===== config.mk =====
export PLATFORM = sky130hd
export DESIGN_NAME = shift_serializer
export DESIGN_NICKNAME = d
export VERILOG_FILES = /design/src/rtl/shift_pkg.sv /design/src/rtl/shift_serializer.sv
export SDC_FILE = /design/constraint.sdc
export NUM_CORES = 1
export LEC_CHECK = 0
export CORE_MARGIN = 2
export CORE_UTILIZATION = 40
export DETAILED_ROUTE_END_ITERATION = 6
export PLACE_DENSITY = 0.65
export SLEW_MARGIN = 10
export SYNTH_ARGS = -nofsm -noshare
export SYNTH_HDL_FRONTEND = slang
export SYNTH_SLANG_ARGS = --single-unit

===== constraint.sdc =====
create_clock -name Clock -period 1.78 [get_ports Clock]
set_clock_uncertainty 0.05 [all_clocks]
set_input_delay 0.267 -clock Clock [delete_from_list [all_inputs] [get_ports Clock]]
set_output_delay 0.267 -clock Clock [all_outputs]
set_load 0.02 [all_outputs]

===== src/rtl/shift_pkg.sv =====
// Shared types for shift_serializer: FSM state encoding and default word width.
// The PARITY state exists only when SHIFT_SERIALIZER_PARITY_EN is defined.
package shift_pkg;

    localparam int DEFAULT_WIDTH = 6;

`ifdef SHIFT_SERIALIZER_PARITY_EN
    typedef enum logic [1:0] {
        IDLE   = 2'd0,
        SHIFT  = 2'd1,
        PARITY = 2'd2
    } state_e;
`else
    typedef enum logic [0:0] {
        IDLE  = 1'b0,
        SHIFT = 1'b1
    } state_e;
`endif

endpackage


===== src/rtl/shift_serializer.sv =====
// Parallel-to-serial shifter with valid/ready load handshake, falling-edge clocked.
// Define SHIFT_SERIALIZER_PARITY_EN to append one even-parity bit after each word.
module shift_serializer
    import shift_pkg::*;
#(
    parameter int WIDTH = DEFAULT_WIDTH
) (
    input  logic             Clock,
    input  logic             ResetN,
    input  logic             LoadValid,
    input  logic [WIDTH-1:0] LoadData,
    input  logic             ShiftLeft,
    output logic             LoadReady,
    output logic             SerialOut,
    output logic             SerialValid,
    output logic             Busy,
    output logic             Done
);

    localparam int CNT_W = $clog2(WIDTH + 1);

    state_e             state_q, state_d;
    logic [CNT_W-1:0]   cnt_q, cnt_d;
    logic [WIDTH-1:0]   shreg_q, shreg_d;
    logic               dir_q, dir_d;
`ifdef SHIFT_SERIALIZER_PARITY_EN
    logic               parity_q, parity_d;
`endif

    // NOTE: every output and next-state value gets a default first, so no path
    // through the case leaves a variable unassigned and no latch is inferred.
    always_comb begin
        state_d     = state_q;
        cnt_d       = cnt_q;
        shreg_d     = shreg_q;
        dir_d       = dir_q;
`ifdef SHIFT_SERIALIZER_PARITY_EN
        parity_d    = parity_q;
`endif
        LoadReady   = 1'b0;
        SerialOut   = 1'b0;
        SerialValid = 1'b0;
        Busy        = 1'b0;
        Done        = 1'b0;

        case (state_q)
            IDLE: begin
                LoadReady = 1'b1;
            end
            SHIFT: begin
                SerialValid = 1'b1;
                Busy        = 1'b1;
                SerialOut   = dir_q ? shreg_q[WIDTH-1] : shreg_q[0];
                cnt_d       = cnt_q - CNT_W'(1);
                shreg_d     = dir_q ? {shreg_q[WIDTH-2:0], 1'b0}
                                    : {1'b0, shreg_q[WIDTH-1:1]};
                if (cnt_q == CNT_W'(1)) begin
`ifdef SHIFT_SERIALIZER_PARITY_EN
                    state_d   = PARITY;
`else
                    Done      = 1'b1;
                    LoadReady = 1'b1;
                    state_d   = IDLE;
`endif
                end
            end
`ifdef SHIFT_SERIALIZER_PARITY_EN
            PARITY: begin
                SerialValid = 1'b1;
                Busy        = 1'b1;
                SerialOut   = parity_q;
                Done        = 1'b1;
                LoadReady   = 1'b1;
                state_d     = IDLE;
            end
`endif
            default: begin
                state_d = IDLE;
            end
        endcase

        // A word offered in IDLE or in the final output cycle starts immediately,
        // which gives back-to-back words with no idle gap.
        if (LoadValid && LoadReady) begin
            state_d  = SHIFT;
            cnt_d    = CNT_W'(WIDTH);
            shreg_d  = LoadData;
            dir_d    = ShiftLeft;
`ifdef SHIFT_SERIALIZER_PARITY_EN
            parity_d = ^LoadData;
`endif
        end
    end

    // NOTE: state uses non-blocking assignments so all flops sample their
    // next-state values from the same falling edge.
    always_ff @(negedge Clock or negedge ResetN) begin
        if (!ResetN) begin
            state_q  <= IDLE;
            cnt_q    <= '0;
            shreg_q  <= '0;
            dir_q    <= 1'b0;
`ifdef SHIFT_SERIALIZER_PARITY_EN
            parity_q <= 1'b0;
`endif
        end else begin
            state_q  <= state_d;
            cnt_q    <= cnt_d;
            shreg_q  <= shreg_d;
            dir_q    <= dir_d;
`ifdef SHIFT_SERIALIZER_PARITY_EN
            parity_q <= parity_d;
`endif
        end
    end

endmodule


==> results.py, run 1 <==
metrics = {
    "outcome": {
        "status": "finished, violations left",
        "violations": "setup timing",
    },
    "place": {
        "gp_congestion": 0.749,
        "io_buffer_count": 14,
        "dp_hpwl_um": 1120,
        "placed_cells": 99,
        "place_ws_ns": -0.883,
    },
    "critical_path": {
        "r2r-end": "dir_q",
        "r2r_setup_slack_ns": 0.19,
        "cp-start-kind": "flop",
        "critical_path_class": "flop to output pin",
        "crit_fanout": 3,
        "crit_path_end_kind": "output pin",
        "worstPathRequired_ns": 1.46,
        "arrival_ns": 2.10,
        "r2r_start": "state_q",
        "ff2ff_path_depth": 5,
    },
    "power": {
        "switching_share_pct": 38.4,
        "p_sw_uw": 731,
        "power.density_nw_per_um2": 1670,
        "ir_worst_vdd_mv": 0.899,
        "seq_power_share_pct": 26.2,
        "clockPowerShare_pct": 9.2,
        "combPwrFrac_pct": 64.6,
        "p_int_uw": 1170,
        "leakage_uw": 0.000544,
    },
    "timing": {
        "tns_ns": -2.67,
        "tightestPinTransition_ns": 0.245,
        "relSlewSlack_pct": 83.7,
        "finalWorstSetupSlack_ns": -0.641,
        "drv_slew": 0,
        "setup_viol": 7,
        "rsz0062_at_grt": "yes",
        "hold_viol_final": 0,
    },
    "cts": {
        "hold_buffers": 0,
        "clock-sinks": 11,
        "cts_max_level": 1,
        "cts_tree": "yes",
        "clk_latency_ns": 0.28,
        "cts_buffers": 3,
        "root_buffer": "clkbuf_4",
        "clk_pin_slew_ns": 0.05,
        "clock_path_buffers": 2,
    },
    "routing": {
        "ant_nets": 0,
        "wl_um": 1790,
        "wl_per_cell_um": 15.9,
        "via_per_inst": 5.60,
        "first_pass_iters": 4,
        "drc": 0,
        "vias": 633,
        "drt_iter0_drc": 6,
    },
    "floorplan": {
        "io_pins": 15,
        "core_um2": 1690,
        "dieWidth_um": 45.8,
        "fp.dieH_um": 45.8,
        "initial_core_util_pct": 41.4,
        "std_cell_rows": 15,
        "die_area_um2": 2100,
    },
    "min_path": {
        "hold_path.class": "flop to flop",
        "whs_endpoint": "shreg_q[0]",
        "min-delay-start": "shreg_q[1]",
        "hold_depth": 2,
    },
    "synth": {
        "synth_cell_types": 24,
        "yosys.area.top_type": "dfrtn_1",
        "synthFlopType": "dfrtn_1",
        "synthCells": 63,
        "synth_edf_count": 0,
        "seq_area_frac_synth_pct": 39.4,
        "yosys_warnings": 0,
        "syn_avg_cell_area_um2": 11.1,
        "syn_area_um2": 699,
        "synth_common_cells": "dfrtn_1, a21oi_1, mux2_4, o22ai_1, mux2i_1",
        "ys_ff_latch": 11,
        "yosysMostFrequentCell": "dfrtn_1",
        "synthTopCellsByArea": "dfrtn_1, mux2_4, mux2i_1",
        "async_reset_ff_share_pct": 100,
        "netlist.area_leader.share_pct": 39.4,
        "synth_fp_nets": 75,
    },
    "grt": {
        "grt_max_degree": 15,
        "grt_pass1_wl_um": 2620,
        "grt_overflow": 0,
        "antenna_found_initial": 0,
        "grt.total_usage_pct": 18.4,
        "grt_pass1_vias": 571,
    },
    "layout": {
        "area_growth_pct": 62.6,
        "final-seq-area_um2": 275,
        "nNetsFinal": 109,
        "multiInputGateArea_um2": 489,
        "antenna-diode-count": 0,
        "fillers": 127,
        "fin_cells": 113,
        "layout-drive-gt1-share_pct": 59.4,
    },
    "run": {
        "drv_cap": 0,
    },
}
[cells by family (layout without fill, tap and decap cells)]
group	after synthesis	in the layout	synth area share, %
AND/OR/NAND/NOR	12	13	11.1
flip-flops	11	11	39.4
adder cells (fa/ha/maj)	2	2	3.58
multiplexers	12	12	21.6
AO/OA/AOI/OAI	18	18	16.6
buffers and inverters	8	40	7.69
[cells in the final DEF (no fill, tap or decap), drive strengths merged]
| master | Yosys | layout |
|---|---|---|
| nand2 | 2 | 2 |
| nand3b | 1 | 2 |
| nand3 | 1 | 1 |
| nand2b | 3 | 3 |
| clkdlybuf4s50 | 0 | 2 |
| a21oi | 7 | 7 |
| and2 | 1 | 1 |
| inv | 3 | 3 |
| o31ai | 1 | 1 |
| a21o | 1 | 1 |
| a21boi | 1 | 1 |
| nor3 | 2 | 2 |
| o22ai | 6 | 6 |
| dfrtn | 11 | 11 |
| mux2i | 5 | 5 |
| dlygate4sd2 | 0 | 6 |
| clkbuf | 0 | 4 |
| a31oi | 1 | 1 |
| ha | 2 | 2 |
| a211oi | 1 | 1 |
| buf | 5 | 25 |
| mux2 | 7 | 7 |
| nor2 | 2 | 2 |
[power groups by stage]
stage	logic, µW	clock network (µW)	registers (µW)
floorplan	669	0	474
global placement	936	0	478
detailed placement	958	0	482
CTS	1100	182	490
global route	1320	191	509
finish	1230	175	499
[area by class of cell]
class | instances | share of cell area (%)
Multi-Input combinational cell | 45 | 43.0
Inverter | 3 | 1.21
Timing Repair Buffer | 33 | 27.4
Clock buffer | 4 | 2.31
Sequential cell | 11 | 24.2
Tap cell | 17 | 1.87
[worst max path at each step]
stage / cells past startpoint / to / from / slack, ns
after floorplan: 3 / Done / state_q / -0.44
after global placement: 5 / shreg_q[2] / LoadValid / -0.83
after detailed placement: 5 / shreg_q[0] / LoadValid / -0.88
after CTS: 5 / LoadReady / cnt_q[1] / -0.64
after global routing: 5 / LoadReady / cnt_q[1] / -0.68
final: 5 / LoadReady / cnt_q[1] / -0.64
[through the flow]
| step | total power, µW | util [%] | hold slack (ns) | area [µm²] |
|---|---|---|---|---|
| 2_1_floorplan | 1140 | - | 0.408 | 742 |
| 6_report | 1900 | 67.3 | 0.508 | 1140 |
| 3_3_place_gp | 1410 | 56.1 | 0.441 | 948 |
| 5_1_grt | 2020 | 67.3 | 0.529 | 1140 |
| 3_5_place_dp | 1440 | 56.1 | 0.458 | 948 |
| 4_1_cts | 1770 | 63.4 | 0.502 | 1070 |
[metal layers]
layer / vias to the layer above / wire (µm) / GRT usage [%]
met1: 320 / 761 / 22.1
li1: 298 / - / -
met4: 0 / 23 / 6.86
met5: - / 0 / 0
met2: 12 / 932 / 29.6
met3: 3 / 75 / 7.14
[timing repair]
item	CTS	global route
resized for setup	49	9
setup endpoints to repair	15	10
pin swaps	5	5
cloned	0	1
buffers inserted	7	2
[sequential cells by signal, indices dropped and copies added, names as in the netlist]
register and cells:
shreg_q 6, dir_q 1, state_q 1, cnt_q 3
[critical path, stage by stage (launching register included)]
cell,delay (ns)
dfrtn_1,0.43
inv_2,0.06
ha_4,0.16
nand2b_4,0.10
nand2_4,0.06
buf_6,0.12
No activity file was read; power rests on OpenSTA's default activity.
==> inputs of run 2 (changes only) <==
==> constraint.sdc (replaced) <==
create_clock -name Clock -period 3 [get_ports Clock]
set_clock_uncertainty 0.05 [all_clocks]
set_input_delay 0.45 -clock Clock [delete_from_list [all_inputs] [get_ports Clock]]
set_output_delay 0.45 -clock Clock [all_outputs]
set_load 0.02 [all_outputs]
==> run 2 against run 1 <==
- the flow still finishes with violations (setup timing)
- count of clock-buffer cells in the layout did not move
- register-to-register slack improved by 1.2 ns
- first-iteration DRC count rose by 100%
- sequential power fell by 43%
- sequential cell count did not move
- worst hold slack got worse by 0.020 ns
- utilization fell by 4.8 points
- die area did not move
- non-clock buffer count rose by 3
- largest cell class unchanged
- largest power group unchanged
==> results.py, run 2 (synthesis gave the netlist of run 1 again) <==
metrics = {
    "layout": {
        "area_growth_pct": 51.0,
        "fillers": 146,
        "antenna-diode-count": 0,
        "fin_cells": 115,
        "layout-drive-gt1-share_pct": 50.0,
        "nNetsFinal": 111,
        "final_common_cell": "buf_4",
        "largest_reg_flops": 6,
        "most-common-layout-cells": "buf_4, dfrtn_1, clkdlybuf4s50_1",
        "largest-register": "shreg_q",
        "reg.largest.list": "shreg_q x6, cnt_q x3",
    },
    "place": {
        "placed_cells": 102,
        "dp_hpwl_um": 1060,
        "place_ws_ns": -0.424,
        "gp_congestion": 0.728,
        "io_buffer_count": 14,
    },
    "grt": {
        "grt_overflow": 0,
        "grt_pass1_vias": 542,
        "grt_pass1_wl_um": 2400,
        "antenna_found_initial": 0,
        "grt_max_degree": 13,
        "grt.total_usage_pct": 16.2,
    },
    "timing": {
        "hold_viol_final": 0,
        "setup_viol": 3,
        "finalWorstSetupSlack_ns": -0.184,
        "drv_slew": 0,
        "relSlewSlack_pct": 85.7,
        "tightestPinTransition_ns": 0.210,
        "rsz0062_at_grt": "yes",
    },
    "floorplan": {
        "die_area_um2": 2100,
        "core_um2": 1690,
        "fp.dieH_um": 45.8,
        "dieWidth_um": 45.8,
        "io_pins": 15,
        "std_cell_rows": 15,
        "initial_core_util_pct": 41.4,
    },
    "critical_path": {
        "crit_fanout": 3,
        "arrival_ns": 2.68,
        "crit_path_end_kind": "output pin",
        "worstPathRequired_ns": 2.50,
        "cp-start-kind": "flop",
        "critical_path_class": "flop to output pin",
    },
    "routing": {
        "ant_nets": 0,
        "drt_iter0_drc": 12,
        "wl_um": 1490,
        "drc": 0,
        "wl_per_cell_um": 13.0,
        "vias": 605,
        "first_pass_iters": 4,
        "via_per_inst": 5.26,
    },
    "cts": {
        "clk_latency_ns": 0.27,
        "clock_path_buffers": 2,
        "hold_buffers": 0,
        "clock-sinks": 11,
        "cts_buffers": 3,
        "cts_tree": "yes",
        "cts_max_level": 1,
        "root_buffer": "clkbuf_4",
        "clk_pin_slew_ns": 0.05,
    },
    "power": {
        "power.density_nw_per_um2": 990,
        "ir_worst_vdd_mv": 0.519,
        "leakage_uw": 0.000511,
    },
    "run": {
        "drv_cap": 0,
    },
    "outcome": {
        "status": "finished, violations left",
        "violations": "setup timing",
    },
    "min_path": {
        "hold_path.class": "flop to flop",
    },
}
-- run 2: changes by cell type in the layout (fill, tap and decap cells not counted), moves of 2 or more --
cell / change
clkdlybuf4s50_1: +6
dlygate4sd2_1: -5
buf_4: +7
buf_12: -2
a21oi_2: -2
o22ai_1: +6
o22ai_2: -5
a21oi_1: +2
buf_6: -2
-- run 2: final timing paths --
kind,startpoint,end,slack [ns],cells after the start
worst max-delay path,cnt_q[1],LoadReady,-0.18,5
worst min-delay path,cnt_q[0],cnt_q[0],0.49,3
worst max register to register,cnt_q[0],dir_q,1.41,6
worst min register to register,cnt_q[0],cnt_q[0],0.49,3
max in group asynchronous,ResetN,shreg_q[2],0.90,2
min in group asynchronous,ResetN,cnt_q[1],1.81,2
-- run 2: timing repair --
item,4_1_cts,5_1_grt
buffers inserted,5,4
pin swaps,2,3
gates resized for setup,32,3
endpoints found under the setup margin,11,4
-- run 2: metrics by stage --
stage               total power, µW  hold slack [ns]  area [µm²]  TNS, ns  utilization, %
finish                         1050            0.487        1060   -0.482            62.5
global route                   1120            0.548        1060   -0.581            62.5
CTS                            1010            0.490        1020   -0.499            60.5
detailed placement              838            0.446         933    -4.40            55.3
global placement                827            0.438         933    -4.34            55.3
floorplan                       661            0.405         721  -0.0162               -
-- run 2: power by group --
group	internal (µW)	switching, µW
sequential	231	54.4
clock	51.3	46.9
combinational	384	278
-- run 2: worst max-delay path: stages, from the launching register on --
cell,delay (ns)
dfrtn_1,0.42
inv_2,0.06
ha_4,0.16
nand2b_4,0.10
nand2_4,0.06
buf_6,0.12
-- run 2: per-layer routing --
| metal | share of wire, % | wire length, µm | track usage, % |
|---|---|---|---|
| met3 | 3.4 | 51 | 2.78 |
| met5 | 0 | 0 | 0 |
| met1 | 50 | 749 | 21.0 |
| met4 | 1.2 | 18 | 8.57 |
| met2 | 45 | 675 | 25.6 |
-- run 2: layout make-up --
cell class	count	area, µm²	area share, %
tap	17	21.3	2.01
clock buffer	4	26.3	2.49
sequential	11	275	26.1
timing repair buffer	36	303	28.7
multi-input combinational	44	417	39.5
inverter	3	13.8	1.30
==> inputs of run 3 (changes only) <==
--- a/config.mk
+++ b/config.mk
@@ -5,10 +5,11 @@
 export SDC_FILE = /design/constraint.sdc
 export NUM_CORES = 1
 export LEC_CHECK = 0
+export CAP_MARGIN = 25
 export CORE_MARGIN = 2
-export CORE_UTILIZATION = 40
+export CORE_UTILIZATION = 52
 export DETAILED_ROUTE_END_ITERATION = 6
-export PLACE_DENSITY = 0.65
+export PLACE_DENSITY = 0.81
 export SLEW_MARGIN = 10
 export SYNTH_ARGS = -nofsm -noshare
 export SYNTH_HDL_FRONTEND = slang
==> run 3 against run 2 <==
- the flow now stops in global routing (5_1_grt)
- synthesized cell count unchanged
- area after synthesis is the same
==> results.py, run 3 <==
metrics = {
    "synth": {
        "synth_common_cells": "dfrtn_1, a21oi_1, mux2_4, o22ai_1, mux2i_1",
        "yosys_warnings": 0,
        "synth_fp_nets": 75,
        "seq_area_frac_synth_pct": 39.4,
        "syn_area_um2": 699,
        "yosys.area.top_type": "dfrtn_1",
        "async_reset_ff_share_pct": 100,
        "synthFlopType": "dfrtn_1",
        "netlist.area_leader.share_pct": 39.4,
        "synthTopCellsByArea": "dfrtn_1, mux2_4, mux2i_1",
        "ys_ff_latch": 11,
        "synth_edf_count": 0,
        "synth_cell_types": 24,
        "synthCells": 63,
        "syn_avg_cell_area_um2": 11.1,
        "yosysMostFrequentCell": "dfrtn_1",
    },
    "floorplan": {
        "fp.dieH_um": 40.7,
        "dieWidth_um": 40.7,
        "io_pins": 15,
        "std_cell_rows": 13,
        "initial_core_util_pct": 54.4,
    },
    "timing": {
        "worstEndpointType": "output port",
        "grt_worst_setup_endpoint": "Done",
    },
    "place": {
        "dpl_cell_area_um2": 936,
        "gp_congestion": 0.742,
        "dp_hpwl_um": 1110,
        "place_ws_ns": -0.463,
        "io_buffer_count": 14,
    },
    "cts": {
        "cts_buffers": 3,
        "clock-sinks": 11,
        "hold_buffers": 0,
        "root_buffer": "clkbuf_4",
        "cts_max_level": 1,
        "clock_path_buffers": 2,
    },
    "outcome": {
        "lastStage": "global routing (5_1_grt)",
        "status": "did not finish",
        "first-error": "[ERROR DPL-0038] Utilization greater than 100%, impossible to legalize",
    },
    "grt": {
        "grt_max_degree": 12,
    },
}
-- run 3: cell counts after synthesis --
Identical to the previous run, type by type.
-- run 3: metrics by stage --
step / setup TNS [ns] / hold WS, ns / utilization (%) / instances
floorplan: -0.0162 / 0.405 / - / 63
global placement: -3.75 / 0.434 / 72.8 / 99
detailed placement: -3.98 / 0.459 / 72.8 / 99
CTS: -0.731 / 0.506 / 95.3 / 130
-- run 3: timing repair --
action / in CTS
endpoints found under the setup margin: 12
gates resized for setup: 37
buffers inserted: 26
gates cloned: 1
pin swaps: 3
-- run 3: cells by family after synthesis --
family / Yosys count / share of synthesized area, %
AO/OA/AOI/OAI: 18 / 16.6
multiplexers: 12 / 21.6
AND/OR/NAND/NOR: 12 / 11.1
flip-flops: 11 / 39.4
buffers and inverters: 8 / 7.69
adder cells (fa/ha/maj): 2 / 3.58
==> inputs of run 4 (changes only) <==
--- a/config.mk
+++ b/config.mk
@@ -6,10 +6,10 @@
 export NUM_CORES = 1
 export LEC_CHECK = 0
 export CAP_MARGIN = 25
-export CORE_MARGIN = 2
-export CORE_UTILIZATION = 52
+export CORE_AREA = 2 2 63 65
 export DETAILED_ROUTE_END_ITERATION = 6
-export PLACE_DENSITY = 0.81
+export DIE_AREA = 0 0 65 67
+export PLACE_DENSITY_LB_ADDON = 0.15
 export SLEW_MARGIN = 10
 export SYNTH_ARGS = -nofsm -noshare
 export SYNTH_HDL_FRONTEND = slang
==> run 4 against run 3 <==
- the flow now finishes, with violations (setup timing)
==> results.py, run 4 (synthesis gave the netlist of run 1 again) <==
metrics = {
    "critical_path": {
        "r2r_start": "cnt_q[0]",
        "crit_fanout": 3,
        "critical_path_class": "flop to output pin",
        "cp-start-kind": "flop",
        "arrival_ns": 2.67,
        "r2r-end": "dir_q",
        "ff2ff_path_depth": 7,
        "crit_path_end_kind": "output pin",
        "worstPathRequired_ns": 2.50,
        "r2r_setup_slack_ns": 1.28,
    },
    "grt": {
        "antenna_found_initial": 0,
        "grt_overflow": 0,
        "grt_pass1_wl_um": 2940,
        "grt.total_usage_pct": 9.27,
        "grt_max_degree": 12,
        "grt_pass1_vias": 617,
    },
    "routing": {
        "highest_layer": "met4",
        "first_pass_iters": 3,
        "ant_nets": 0,
        "vias": 590,
        "via_per_inst": 4.01,
        "drt_iter0_drc": 17,
        "drc": 0,
        "routed-wl-met2_um": 873,
        "dr_wl_met3_um": 74,
        "wl_um": 1760,
        "wl_per_cell_um": 11.9,
        "wl_met1_um": 774,
    },
    "place": {
        "io_buffer_count": 14,
        "dpl_cell_area_um2": 977,
        "place_ws_ns": -0.448,
        "dp_hpwl_um": 1220,
        "gp_congestion": 0.658,
    },
    "layout": {
        "nNetsFinal": 112,
        "finalCoreUtilization_pct": 32.2,
        "largest_reg_flops": 6,
        "area_growth_pct": 65.8,
        "largest-register": "shreg_q",
        "final_area_um2": 1160,
        "final_common_cell": "buf_4",
        "reg.largest.list": "shreg_q x6, cnt_q x3",
        "layout-drive-gt1-share_pct": 51.5,
        "antenna-diode-count": 0,
        "most-common-layout-cells": "buf_4, dfrtn_1, clkdlybuf4s50_1",
    },
    "timing": {
        "relSlewSlack_pct": 86.5,
        "rsz0062_at_grt": "yes",
        "finalWorstSetupSlack_ns": -0.168,
        "tightestPinTransition_ns": 0.197,
        "setup_viol": 3,
        "hold_viol_final": 0,
        "drv_slew": 0,
    },
    "min_path": {
        "whs_endpoint": "shreg_q[2]",
        "min-delay-start": "shreg_q[3]",
        "hold_path.class": "flop to flop",
        "hold_depth": 2,
    },
    "outcome": {
        "status": "finished, violations left",
        "violations": "setup timing",
    },
    "cts": {
        "cts_buffers": 3,
        "root_buffer": "clkbuf_8",
        "clk_latency_ns": 0.25,
        "hold_buffers": 0,
        "cts_tree": "yes",
        "clk_pin_slew_ns": 0.04,
        "cts_max_level": 1,
        "clock-sinks": 11,
        "clock_path_buffers": 2,
    },
    "floorplan": {
        "initial_core_util_pct": 19.4,
        "std_cell_rows": 22,
        "die_area_um2": 4360,
        "dieWidth_um": 65,
        "fp.dieH_um": 67,
        "core_um2": 3610,
        "io_pins": 15,
    },
    "power": {
        "leakage_uw": 0.000541,
        "ir_worst_vdd_mv": 0.183,
        "power.density_nw_per_um2": 958,
    },
    "run": {
        "drv_cap": 0,
    },
}
## run 4: repair_timing
action,in CTS,in global routing
cloned,1,0
resized for setup,31,3
pin swaps,3,2
setup endpoints to repair,12,4
buffers inserted,6,4
## run 4: layout make-up
class	count	area, µm²
multi-input combinational	44	423
fill	375	2450
clock buffer	4	45.0
tap	48	60.1
timing repair buffer	37	343
inverter	3	13.8
sequential	11	275
## run 4: metal layers
metal / GRT usage (%) / vias up
met5: 0 / -
met4: 5.59 / 0
met3: 2.03 / 2
met2: 15.3 / 10
met1: 10.9 / 277
li1: - / 301
## run 4: report_power, final
| part | switching, µW | internal [µW] |
|---|---|---|
| Clock | 52.7 | 93.1 |
| Sequential | 58.2 | 231 |
| Combinational | 285 | 391 |
| Total | 396 | 715 |
## run 4: stage by stage
step	std cells	hold slack [ns]	total power (µW)	setup TNS [ns]
2_1_floorplan	63	0.405	661	-0.0162
3_3_place_gp	132	0.437	845	-4.01
3_5_place_dp	132	0.453	854	-4.14
4_1_cts	143	0.487	1080	-0.468
5_1_grt	147	0.540	1190	-0.556
6_report	147	0.510	1110	-0.444
## run 4: how the worst max path moves through the flow
stage                         from        end  slack (ns)  cells past startpoint
after global routing      cnt_q[1]  LoadReady       -0.20                      5
after CTS                 cnt_q[1]  LoadReady       -0.18                      5
after detailed placement  cnt_q[1]  LoadReady       -0.45                      5
final                     cnt_q[1]  LoadReady       -0.17                      5
after global placement    cnt_q[1]  LoadReady       -0.41                      5
after floorplan           cnt_q[1]  LoadReady       -0.02                      4
## run 4: critical path, stage by stage (launching register included)
cell and delay, ns:
dfrtn_1 0.43, inv_2 0.06, ha_4 0.16, nand2b_4 0.09, nand2_4 0.05, buf_6 0.12
